$ cat src/rtl/rggen_bus_initiator_if.sv
// rggen_bus_if: request/response wires between a bus initiator (master)
// and a register-block bus adapter (slave), plus the shared status type.

package rggen_bus_pkg;
    typedef enum logic [1:0] {
        RGGEN_OKAY         = 2'b00,
        RGGEN_EXOKAY       = 2'b01,
        RGGEN_SLAVE_ERROR  = 2'b10,
        RGGEN_DECODE_ERROR = 2'b11
    } rggen_status;
endpackage

interface rggen_bus_if
    import rggen_bus_pkg::*;
#(
    parameter int ADDRESS_WIDTH = 8,
    parameter int BUS_WIDTH     = 32
);
    logic                     valid;
    logic [ADDRESS_WIDTH-1:0] address;
    logic                     write;
    logic [BUS_WIDTH-1:0]     write_data;
    logic [BUS_WIDTH/8-1:0]   strobe;
    logic                     ready;
    rggen_status              status;
    logic [BUS_WIDTH-1:0]     read_data;

    modport master (
        output valid, address, write, write_data, strobe,
        input  ready, status, read_data
    );

    modport slave (
        input  valid, address, write, write_data, strobe,
        output ready, status, read_data
    );
endinterface

$ cat src/rtl/rggen_bus_initiator.sv
// rggen_bus_initiator: single-outstanding command -> rggen_bus_if transfer
// -> response bridge. Optional timeout/drain logic is enabled by defining
// RGGEN_BUS_INITIATOR_TIMEOUT_EN.

module rggen_bus_initiator
    import rggen_bus_pkg::*;
#(
    parameter int ADDRESS_WIDTH  = 8,
    parameter int BUS_WIDTH      = 32,
    parameter int TIMEOUT_CYCLES = 256
)(
    input  logic                     i_clk,
    input  logic                     i_rst_n,
    input  logic                     i_cmd_valid,
    output logic                     o_cmd_ready,
    input  logic [ADDRESS_WIDTH-1:0] i_cmd_address,
    input  logic                     i_cmd_write,
    input  logic [BUS_WIDTH-1:0]     i_cmd_write_data,
    input  logic [BUS_WIDTH/8-1:0]   i_cmd_strobe,
    output logic                     o_rsp_valid,
    input  logic                     i_rsp_ready,
    output rggen_status              o_rsp_status,
    output logic [BUS_WIDTH-1:0]     o_rsp_read_data,
    output logic                     o_busy,
    rggen_bus_if.master              bus_if
);

    typedef enum logic [1:0] {
        IDLE  = 2'd0,
        BUS   = 2'd1,
        RSP   = 2'd2,
        DRAIN = 2'd3
    } state_t;

    state_t                   state_reg;
    state_t                   state_next;

    logic                     valid_reg;
    logic [ADDRESS_WIDTH-1:0] address_reg;
    logic                     write_reg;
    logic [BUS_WIDTH-1:0]     write_data_reg;
    logic [BUS_WIDTH/8-1:0]   strobe_reg;
    logic                     rsp_valid_reg;
    rggen_status              rsp_status_reg;
    logic [BUS_WIDTH-1:0]     rsp_read_data_reg;
    logic                     timeout_hit;

`ifdef RGGEN_BUS_INITIATOR_TIMEOUT_EN
    localparam int CNT_W = (TIMEOUT_CYCLES > 2) ? $clog2(TIMEOUT_CYCLES) : 1;

    logic [CNT_W-1:0] count_reg;
    logic             timed_out_reg;

    assign timeout_hit = (state_reg == BUS) && !bus_if.ready &&
                         (count_reg == CNT_W'(TIMEOUT_CYCLES - 1));

    // Timeout counter: zero outside BUS, counts BUS cycles without ready;
    // timed_out_reg remembers that the pending response is a timeout error.
    always_ff @(posedge i_clk or negedge i_rst_n) begin
        if (!i_rst_n) begin
            count_reg     <= '0;
            timed_out_reg <= 1'b0;
        end else begin
            if (state_reg != BUS) begin
                count_reg <= '0;
            end else if (!bus_if.ready) begin
                count_reg <= count_reg + 1'b1;
            end
            if (timeout_hit) begin
                timed_out_reg <= 1'b1;
            end else if (state_reg == IDLE) begin
                timed_out_reg <= 1'b0;
            end
        end
    end
`else
    // Keeps the parameter referenced when the timeout logic is compiled out.
    localparam int unused_timeout_cycles = TIMEOUT_CYCLES;
    assign timeout_hit = 1'b0;
`endif

    // State register.
    always_ff @(posedge i_clk or negedge i_rst_n) begin
        if (!i_rst_n) begin
            state_reg <= IDLE;
        end else begin
            state_reg <= state_next;
        end
    end

    // Next-state logic.
    always_comb begin
        state_next = state_reg;
        case (state_reg)
            IDLE: begin
                if (i_cmd_valid) state_next = BUS;
            end
            BUS: begin
                if (bus_if.ready || timeout_hit) state_next = RSP;
            end
            RSP: begin
                if (i_rsp_ready) begin
`ifdef RGGEN_BUS_INITIATOR_TIMEOUT_EN
                    state_next = timed_out_reg ? DRAIN : IDLE;
`else
                    state_next = IDLE;
`endif
                end
            end
            DRAIN: begin
                // The abandoned transfer's late ready is swallowed here.
                if (bus_if.ready) state_next = IDLE;
            end
            default: state_next = IDLE;
        endcase
    end

    // Registered bus request and response outputs.
    always_ff @(posedge i_clk or negedge i_rst_n) begin
        if (!i_rst_n) begin
            valid_reg         <= 1'b0;
            address_reg       <= '0;
            write_reg         <= 1'b0;
            write_data_reg    <= '0;
            strobe_reg        <= '0;
            rsp_valid_reg     <= 1'b0;
            rsp_status_reg    <= RGGEN_OKAY;
            rsp_read_data_reg <= '0;
        end else begin
            valid_reg     <= (state_next == BUS);
            rsp_valid_reg <= (state_next == RSP);
            if (state_reg == IDLE && i_cmd_valid) begin
                address_reg    <= i_cmd_address;
                write_reg      <= i_cmd_write;
                write_data_reg <= i_cmd_write_data;
                strobe_reg     <= i_cmd_strobe;
            end
            if (state_reg == BUS && bus_if.ready) begin
                rsp_status_reg    <= bus_if.status;
                rsp_read_data_reg <= write_reg ? '0 : bus_if.read_data;
            end else if (timeout_hit) begin
                rsp_status_reg    <= RGGEN_SLAVE_ERROR;
                rsp_read_data_reg <= '0;
            end
        end
    end

    // State-decoded outputs and port wiring.
    always_comb begin
        o_cmd_ready = (state_reg == IDLE);
        o_busy      = (state_reg != IDLE);
    end

    assign bus_if.valid      = valid_reg;
    assign bus_if.address    = address_reg;
    assign bus_if.write      = write_reg;
    assign bus_if.write_data = write_data_reg;
    assign bus_if.strobe     = strobe_reg;
    assign o_rsp_valid       = rsp_valid_reg;
    assign o_rsp_status      = rsp_status_reg;
    assign o_rsp_read_data   = rsp_read_data_reg;

endmodule
$ cat src/flat_wrapper.sv
// flat-port wrapper written by rule: the top's interface ports become plain ports
module rggen_bus_initiator_flat import rggen_bus_pkg::*;
#(
    parameter int ADDRESS_WIDTH  = 8,
    parameter int BUS_WIDTH      = 32,
    parameter int TIMEOUT_CYCLES = 256
)
  (i_clk, i_rst_n, i_cmd_valid, o_cmd_ready, i_cmd_address, i_cmd_write, i_cmd_write_data, i_cmd_strobe, o_rsp_valid, i_rsp_ready, o_rsp_status, o_rsp_read_data, o_busy, bus_if_valid, bus_if_address, bus_if_write, bus_if_write_data, bus_if_strobe, bus_if_ready, bus_if_status, bus_if_read_data);
  rggen_bus_if #(.ADDRESS_WIDTH(ADDRESS_WIDTH), .BUS_WIDTH(BUS_WIDTH)) bus_if_i ();
  input  logic i_clk;
  input  logic i_rst_n;
  input  logic i_cmd_valid;
  output logic o_cmd_ready;
  input  logic [ADDRESS_WIDTH-1:0] i_cmd_address;
  input  logic i_cmd_write;
  input  logic [BUS_WIDTH-1:0] i_cmd_write_data;
  input  logic [BUS_WIDTH/8-1:0] i_cmd_strobe;
  output logic o_rsp_valid;
  input  logic i_rsp_ready;
  output rggen_status o_rsp_status;
  output logic [BUS_WIDTH-1:0] o_rsp_read_data;
  output logic o_busy;
  output wire logic [$bits(bus_if_i.valid)-1:0] bus_if_valid;
  output wire logic [$bits(bus_if_i.address)-1:0] bus_if_address;
  output wire logic [$bits(bus_if_i.write)-1:0] bus_if_write;
  output wire logic [$bits(bus_if_i.write_data)-1:0] bus_if_write_data;
  output wire logic [$bits(bus_if_i.strobe)-1:0] bus_if_strobe;
  input wire logic [$bits(bus_if_i.ready)-1:0] bus_if_ready;
  input wire logic [$bits(bus_if_i.status)-1:0] bus_if_status;
  input wire logic [$bits(bus_if_i.read_data)-1:0] bus_if_read_data;
  assign bus_if_valid = bus_if_i.valid;
  assign bus_if_address = bus_if_i.address;
  assign bus_if_write = bus_if_i.write;
  assign bus_if_write_data = bus_if_i.write_data;
  assign bus_if_strobe = bus_if_i.strobe;
  assign bus_if_i.ready = bus_if_ready;
  assign bus_if_i.status = bus_if_status;
  assign bus_if_i.read_data = bus_if_read_data;
  rggen_bus_initiator #(.ADDRESS_WIDTH(ADDRESS_WIDTH), .BUS_WIDTH(BUS_WIDTH), .TIMEOUT_CYCLES(TIMEOUT_CYCLES)) u_core (.i_clk(i_clk), .i_rst_n(i_rst_n), .i_cmd_valid(i_cmd_valid), .o_cmd_ready(o_cmd_ready), .i_cmd_address(i_cmd_address), .i_cmd_write(i_cmd_write), .i_cmd_write_data(i_cmd_write_data), .i_cmd_strobe(i_cmd_strobe), .o_rsp_valid(o_rsp_valid), .i_rsp_ready(i_rsp_ready), .o_rsp_status(o_rsp_status), .o_rsp_read_data(o_rsp_read_data), .o_busy(o_busy), .bus_if(bus_if_i));
endmodule
$ cat config.mk
export PLATFORM = sky130hd
export DESIGN_NAME = rggen_bus_initiator_flat
export DESIGN_NICKNAME = d
export VERILOG_FILES = /design/src/rtl/rggen_bus_initiator_if.sv /design/src/rtl/rggen_bus_initiator.sv /design/src/flat_wrapper.sv
export SDC_FILE = /design/constraint.sdc
export NUM_CORES = 1
export LEC_CHECK = 0
export CAP_MARGIN = 20
export CORE_MARGIN = 1.5
export CORE_UTILIZATION = 40
export CTS_CLUSTER_DIAMETER = 40
export DETAILED_ROUTE_END_ITERATION = 7
export GPL_ROUTABILITY_DRIVEN = 0
export PLACE_DENSITY_LB_ADDON = 0.15
export SKIP_LAST_GASP = 1
export SYNTH_ARGS = -nofsm -noshare
export SYNTH_HDL_FRONTEND = slang
export SYNTH_SLANG_ARGS = --single-unit
$ cat constraint.sdc
create_clock -name i_clk -period 2 [get_ports i_clk]
set_clock_uncertainty 0.1 [all_clocks]
set_input_delay 0.4 -clock i_clk [delete_from_list [all_inputs] [get_ports i_clk]]
set_output_delay 0.4 -clock i_clk [all_outputs]
set_load 0.005 [all_outputs]
==> results of run 1 <==
-- final cells by class --
class / instances / share of cell area [%]
Timing Repair Buffer: 176 / 32.49
Clock inverter: 4 / 0.9164
Multi-Input combinational cell: 122 / 23.39
Inverter: 1 / 0.06873
Sequential cell: 83 / 38.08
Tap cell: 105 / 2.405
Clock buffer: 12 / 2.657
-- kinds of logic after synthesis --
| group | after synthesis | synth area share (%) |
|---|---|---|
| AND/OR/NAND/NOR | 38 | 6.786 |
| multiplexers | 80 | 28.83 |
| buffers and inverters | 13 | 3.986 |
| AO/OA/AOI/OAI | 4 | 0.7898 |
| flip-flops | 83 | 59.60 |
-- per-layer routing --
| layer | vias to the layer above | global-route usage (%) |
|---|---|---|
| met3 | 7 | 5.687 |
| met4 | 0 | 6.522 |
| met1 | 1141 | 21.88 |
| li1 | 1089 | - |
| met5 | - | 0 |
| met2 | 97 | 26.41 |
-- critical path, cell delays in order, from the launching register on --
cell and delay, ns:
dfrtp_2 0.42, nor2_2 0.13, clkdlybuf4s50_1 0.51
-- cell usage after synthesis --
cell type and number:
mux2_2 51, and3b_1 1, buf_6 5, o21ai_0 1
buf_12 3, mux2i_1 1, a21o_2 2, inv_1 1
buf_4 1, mux2_4 28, dfrtp_1 83, nor3b_1 1
clkbuf_1 3, a21oi_1 1, nor2b_1 32, nor2_1 2
nand2b_1 2
-- worst paths after layout --
kind                            depth (start not counted)                      endpoint  slack [ns]                         start
min in group i_clk                                      1  u_core.bus_if.write_data[19]        0.41  u_core.bus_if.write_data[19]
worst max register to register                          4   u_core.bus_if.write_data[3]        0.28           u_core.state_reg[1]
max in group asynchronous                               3           u_core.state_reg[0]        0.73                       i_rst_n
worst min-delay path                                    2     u_core.o_rsp_read_data[8]        0.40                       i_rst_n
worst max-delay path                                    2                   o_cmd_ready        0.11           u_core.state_reg[1]
worst min register to register                          1  u_core.bus_if.write_data[19]        0.41  u_core.bus_if.write_data[19]
-- report_power, final --
part           total [W]  leakage, nW  internal (W)  switching [W]
Sequential       0.00297         1.01       0.00252       0.000440
Clock            0.00119       0.0926      0.000611       0.000580
Combinational    0.00389         1.21       0.00270        0.00118
-- per-stage QoR --
stage,hold slack (ns),instances
6_report,0.3957,503
5_1_grt,0.4237,503
4_1_cts,0.3979,500
3_3_place_gp,0.2356,483
3_5_place_dp,0.2348,483
2_1_floorplan,0.004409,218
-- timing repair --
item	in CTS	in global routing
endpoints found under the hold margin	25	0
gates resized for setup	3	0
cloned	0	0
buffers inserted	0	3
hold buffers	1	0
setup endpoints to repair	2	2
==> results.ini, run 1 <==
[floorplan]
io_pins = 167
die_y_um = 96.34
dieArea_mm2 = 0.009280
core_area_mm2 = 0.008341
start_util_pct = 41.78
num_rows = 33
dieWidth_um = 96.34

[placed_design]
io_buffers = 166
placed_area_mm2 = 0.005229
post-dp-hpwl_um = 5626
preCtsSetupSlack_ns = -0.01729

[flow_run]
cap_viol_max_count = 0

[timing]
drv_slew = 0
setup_viol = 0
fin_ws_ns = 0.1122
max_freq_mhz = 529.7
slew_headroom_pct = 76.50
hold_viol_final = 0
period_share_pct = 94.39
period_minus_slack_ns = 1.888
tightest_slew_ns = 0.3525
rsz0062_at_grt = no
setup_tns_ns = 0

[clock_tree]
cts_sinks = 83
htree_levels = 3
cts_tree = yes
cts_max_path_buffers = 2
clk_latency_ns = 0.33
cts_buffers = 9
cts.reportedPaths.clkPinSlew_ns = 0.09
clockRootBuffer = clkbuf_8

[drt]
dr_wl_met3_um = 790
wl_met1_um = 3315
post_drt_wl_per_cell_um = 15.68
routed_via_density = 4.640
vias = 2334
drt-initial-drc-count = 44
final_antenna_net_count = 0
wl_met2_um = 3708
top_layer = met4
first_pass_iters = 4
route.detailed.drc = 0
routed_wl_um = 7888

[power_and_ir_drop]
power_density_mw_per_mm2 = 1473
ir_drop_mv = 0.6260
power_w = 0.008044
p_leak_nw = 2.312

[layout]
regArea_mm2 = 0.002079
layout_commonest_cell = clkdlybuf4s50_1
fillCellCount = 662
nets = 477
multi_input_area_mm2 = 0.001277
final_cell_mix = clkdlybuf4s50_1, dfrtp_1, mux2_2
stdcell_area_mm2 = 0.005461
utilization_pct = 65.48
drive_above_1_share_pct = 27.64
diodes = 0
syn2layout_area_growth_pct = 56.73

[global_route]
grt_pass1_vias = 2332
grt_pass1_wl_um = 11690
overflow = 0
grt_usage_pct = 16.96
grt_antenna_before_repair = 0
grt_max_degree = 46

[synth]
avgSynthCellArea_um2 = 15.98
synth_top_area_cell = dfrtp_1
yosysSeqAreaShare_pct = 59.61
synth_top_area_share_pct = 59.61
netlist_area_mm2 = 0.003485
synth_cell_type_count = 17
syn_inst = 218
synth_warnings = 0
synthTopCellsByArea = dfrtp_1, mux2_2, mux2_4
ys_ff_latch = 83
synth_nets = 302

[worst_setup_path]
critPathCaptureType = primary output
cp_max_fo = 2
cp.arrival_ns = 1.39
worstPathRequired_ns = 1.50
start_kind = flip-flop
crit_type = reg2out

[hold_path]
hp-class = in2async

[outcome]
status = completed

Power figures use the tool's default switching activity.
==> run 2: changes to the inputs <==
Settings changed: CORE_UTILIZATION 40 to 35, PLACE_DENSITY set to 0.79, PLACE_DENSITY_LB_ADDON 0.15 to not set.
==> run 2 against run 1 <==
Compared with the run above:
- final cell count rose by 6.0%
- final area rose by 0.82%
- clock-buffer cell count fell by 2
- wire length rose by 3.0%
- clock power fell by 4%
- worst setup slack got worse by 0.036 ns
- utilization fell by 8.9 points
- worst hold slack improved by 0.0099 ns
==> results.ini, run 2 (synthesis results as in run 1) <==
[floorplan]
start_util_pct = 35.82  ; was 41.78%
num_rows = 36  ; was 33
dieArea_mm2 = 0.01056  ; was 0.009280 mm^2
die_y_um = 102.8  ; was 96.34 um
core_area_mm2 = 0.009729  ; was 0.008341 mm^2
io_pins = 167  ; unchanged
dieWidth_um = 102.8  ; was 96.34 um

[worst_setup_path]
start_kind = flip-flop  ; unchanged
critPathCaptureType = primary output  ; unchanged
timing.rr.start = u_core.state_reg[1]  ; unchanged
rr_endpoint = u_core.bus_if.write_data[22]  ; was u_core.bus_if.write_data[3]
cp_max_fo = 7  ; was 2
worst-r2r-cell-count = 3  ; was 4
crit_type = reg2out  ; unchanged
r2r_setup_slack_ns = 0.38  ; was 0.28 ns
cp.arrival_ns = 1.42  ; was 1.39 ns
worstPathRequired_ns = 1.50  ; about the same

[timing]
period_minus_slack_ns = 1.924  ; was 1.888 ns
max_freq_mhz = 519.7  ; was 529.7 MHz
hold-worst-slack_ns = 0.4056  ; was 0.3957 ns
setup_tns_ns = 0  ; unchanged
tightest_slew_ns = 0.3584  ; was 0.3525 ns
period_share_pct = 96.20  ; was 94.39%
slew_headroom_pct = 76.11  ; was 76.50%
setup_viol = 0  ; unchanged
hold_viol_final = 0  ; unchanged
drv_slew = 0  ; unchanged

[drt]
top_layer = met4  ; unchanged
wl_met1_um = 3299  ; was 3315 um
routed_wl_um = 8125  ; was 7888 um
drt-initial-drc-count = 26  ; was 44
post_drt_wl_per_cell_um = 15.24  ; was 15.68 um
first_pass_iters = 3  ; was 4
final_antenna_net_count = 0  ; unchanged
vias = 2358  ; was 2334
routed_via_density = 4.424  ; was 4.640
route.detailed.drc = 0  ; unchanged
wl_met2_um = 4121  ; was 3708 um
dr_wl_met3_um = 597  ; was 790 um

[layout]
final_cell_mix = clkdlybuf4s50_1, dfrtp_1, mux2_2  ; unchanged
drive_above_1_share_pct = 28.25  ; was 27.64%
layout_commonest_cell = clkdlybuf4s50_1  ; unchanged
nets = 480  ; was 477
syn2layout_area_growth_pct = 58.03  ; was 56.73%
fillCellCount = 816  ; was 662
diodes = 0  ; unchanged
stdcell_area_mm2 = 0.005507  ; was 0.005461 mm^2

[clock_tree]
htree_levels = 3  ; unchanged
cts_sinks = 83  ; unchanged
cts_setup_buffers = 0  ; unchanged
cts_max_path_buffers = 2  ; unchanged
cts.reportedPaths.clkPinSlew_ns = 0.09  ; about the same
clockRootBuffer = clkbuf_8  ; unchanged
cts_tree = yes  ; unchanged
cts_buffers = 9  ; unchanged
clk_latency_ns = 0.33  ; about the same

[power_and_ir_drop]
ir_drop_mv = 0.7782  ; was 0.6260 mV
switching_share_pct = 27.74  ; was 27.40%
pwr-share-clk_pct = 14.2  ; was 14.8%
p_sw_w = 0.002225  ; was 0.002204 W
p_comb_share_pct = 48.3  ; about the same
seqPwrFrac_pct = 37.5  ; was 36.9%
p_int_w = 0.005798  ; was 0.005840 W
power_density_mw_per_mm2 = 1457  ; was 1473 mW/mm^2
p_leak_nw = 2.324  ; was 2.312 nW

[hold_path]
hp-class = in2async  ; unchanged

[global_route]
grt_antenna_before_repair = 0  ; unchanged
grt_usage_pct = 15.93  ; was 16.96%
grt_max_degree = 41  ; was 46
grt_pass1_vias = 2585  ; was 2332
overflow = 0  ; unchanged
grt_pass1_wl_um = 12790  ; was 11690 um

[placed_design]
post-dp-hpwl_um = 5981  ; was 5626 um
placed_area_mm2 = 0.005309  ; was 0.005229 mm^2
io_buffers = 166  ; unchanged

[outcome]
status = completed  ; unchanged

[flow_run]
cap_viol_max_count = 0  ; unchanged

==> run 2: worst max-delay path by stage <==
stage | start | cells after the start | slack [ns] | end
floorplan | u_core.state_reg[1] | 4 | 0.52 | u_core.bus_if.address[5]
global placement | bus_if_ready | 4 | 0.01 | u_core.o_rsp_status[0]
detailed placement | i_cmd_valid | 4 | -0.03 | u_core.bus_if.write_data[17]
CTS | u_core.state_reg[1] | 2 | 0.008 | o_cmd_ready
global route | u_core.state_reg[1] | 3 | -0.002 | o_busy
finish | u_core.state_reg[1] | 2 | 0.08 | o_cmd_ready
==> run 2: final cells by class <==
class / instances / area [um^2] / share of cell area (%)
flip-flops and latches: 83 / 2079 / 37.76
repair buffers: 179 / 1797 / 32.63
multi-input cells: 122 / 1277 / 23.20
well taps: 133 / 166.4 / 3.022
clock buffers: 10 / 127.6 / 2.318
clock inverters: 5 / 55.05 / 0.9998
inverters: 1 / 3.754 / 0.06817
==> run 2: what timing repair did <==
action,4_1_cts,5_1_grt
endpoints found under the setup margin,1,2
gates resized for setup,1,2
pin swaps,0,0
hold buffers,1,0
cloned,0,0
endpoints found under the hold margin,23,0
==> run 2: stage by stage <==
step / total power [W] / util (%) / instances / worst slack, ns
floorplan: 0.004724 / - / 218 / 0.5183
global placement: 0.006812 / 54.57 / 517 / 0.009912
detailed placement: 0.006953 / 54.57 / 517 / -0.03302
CTS: 0.008142 / 56.56 / 533 / 0.008105
global route: 0.008564 / 56.60 / 533 / -0.002177
finish: 0.008023 / 56.60 / 533 / 0.07590
==> run 2: routing by layer <==
layer	vias to the layer above	GRT usage, %
li1	1094	-
met1	1164	19.08
met3	11	4.746
met5	-	0
met4	0	5.613
met2	89	27.41
==> run 2: critical path, cell delays in order, from the launching register on <==
cell             delay, ns
dfrtp_2               0.45
nor2_2                0.13
clkdlybuf4s50_1       0.50
==> run 2: power groups by stage <==
stage	Sequential, W	Combinational, W	Clock (W)
floorplan	0.00305	0.00168	0
global placement	0.00299	0.00383	0
detailed placement	0.00303	0.00393	0
CTS	0.00302	0.00395	0.00118
global route	0.00312	0.00418	0.00126
finish	0.00301	0.00388	0.00114
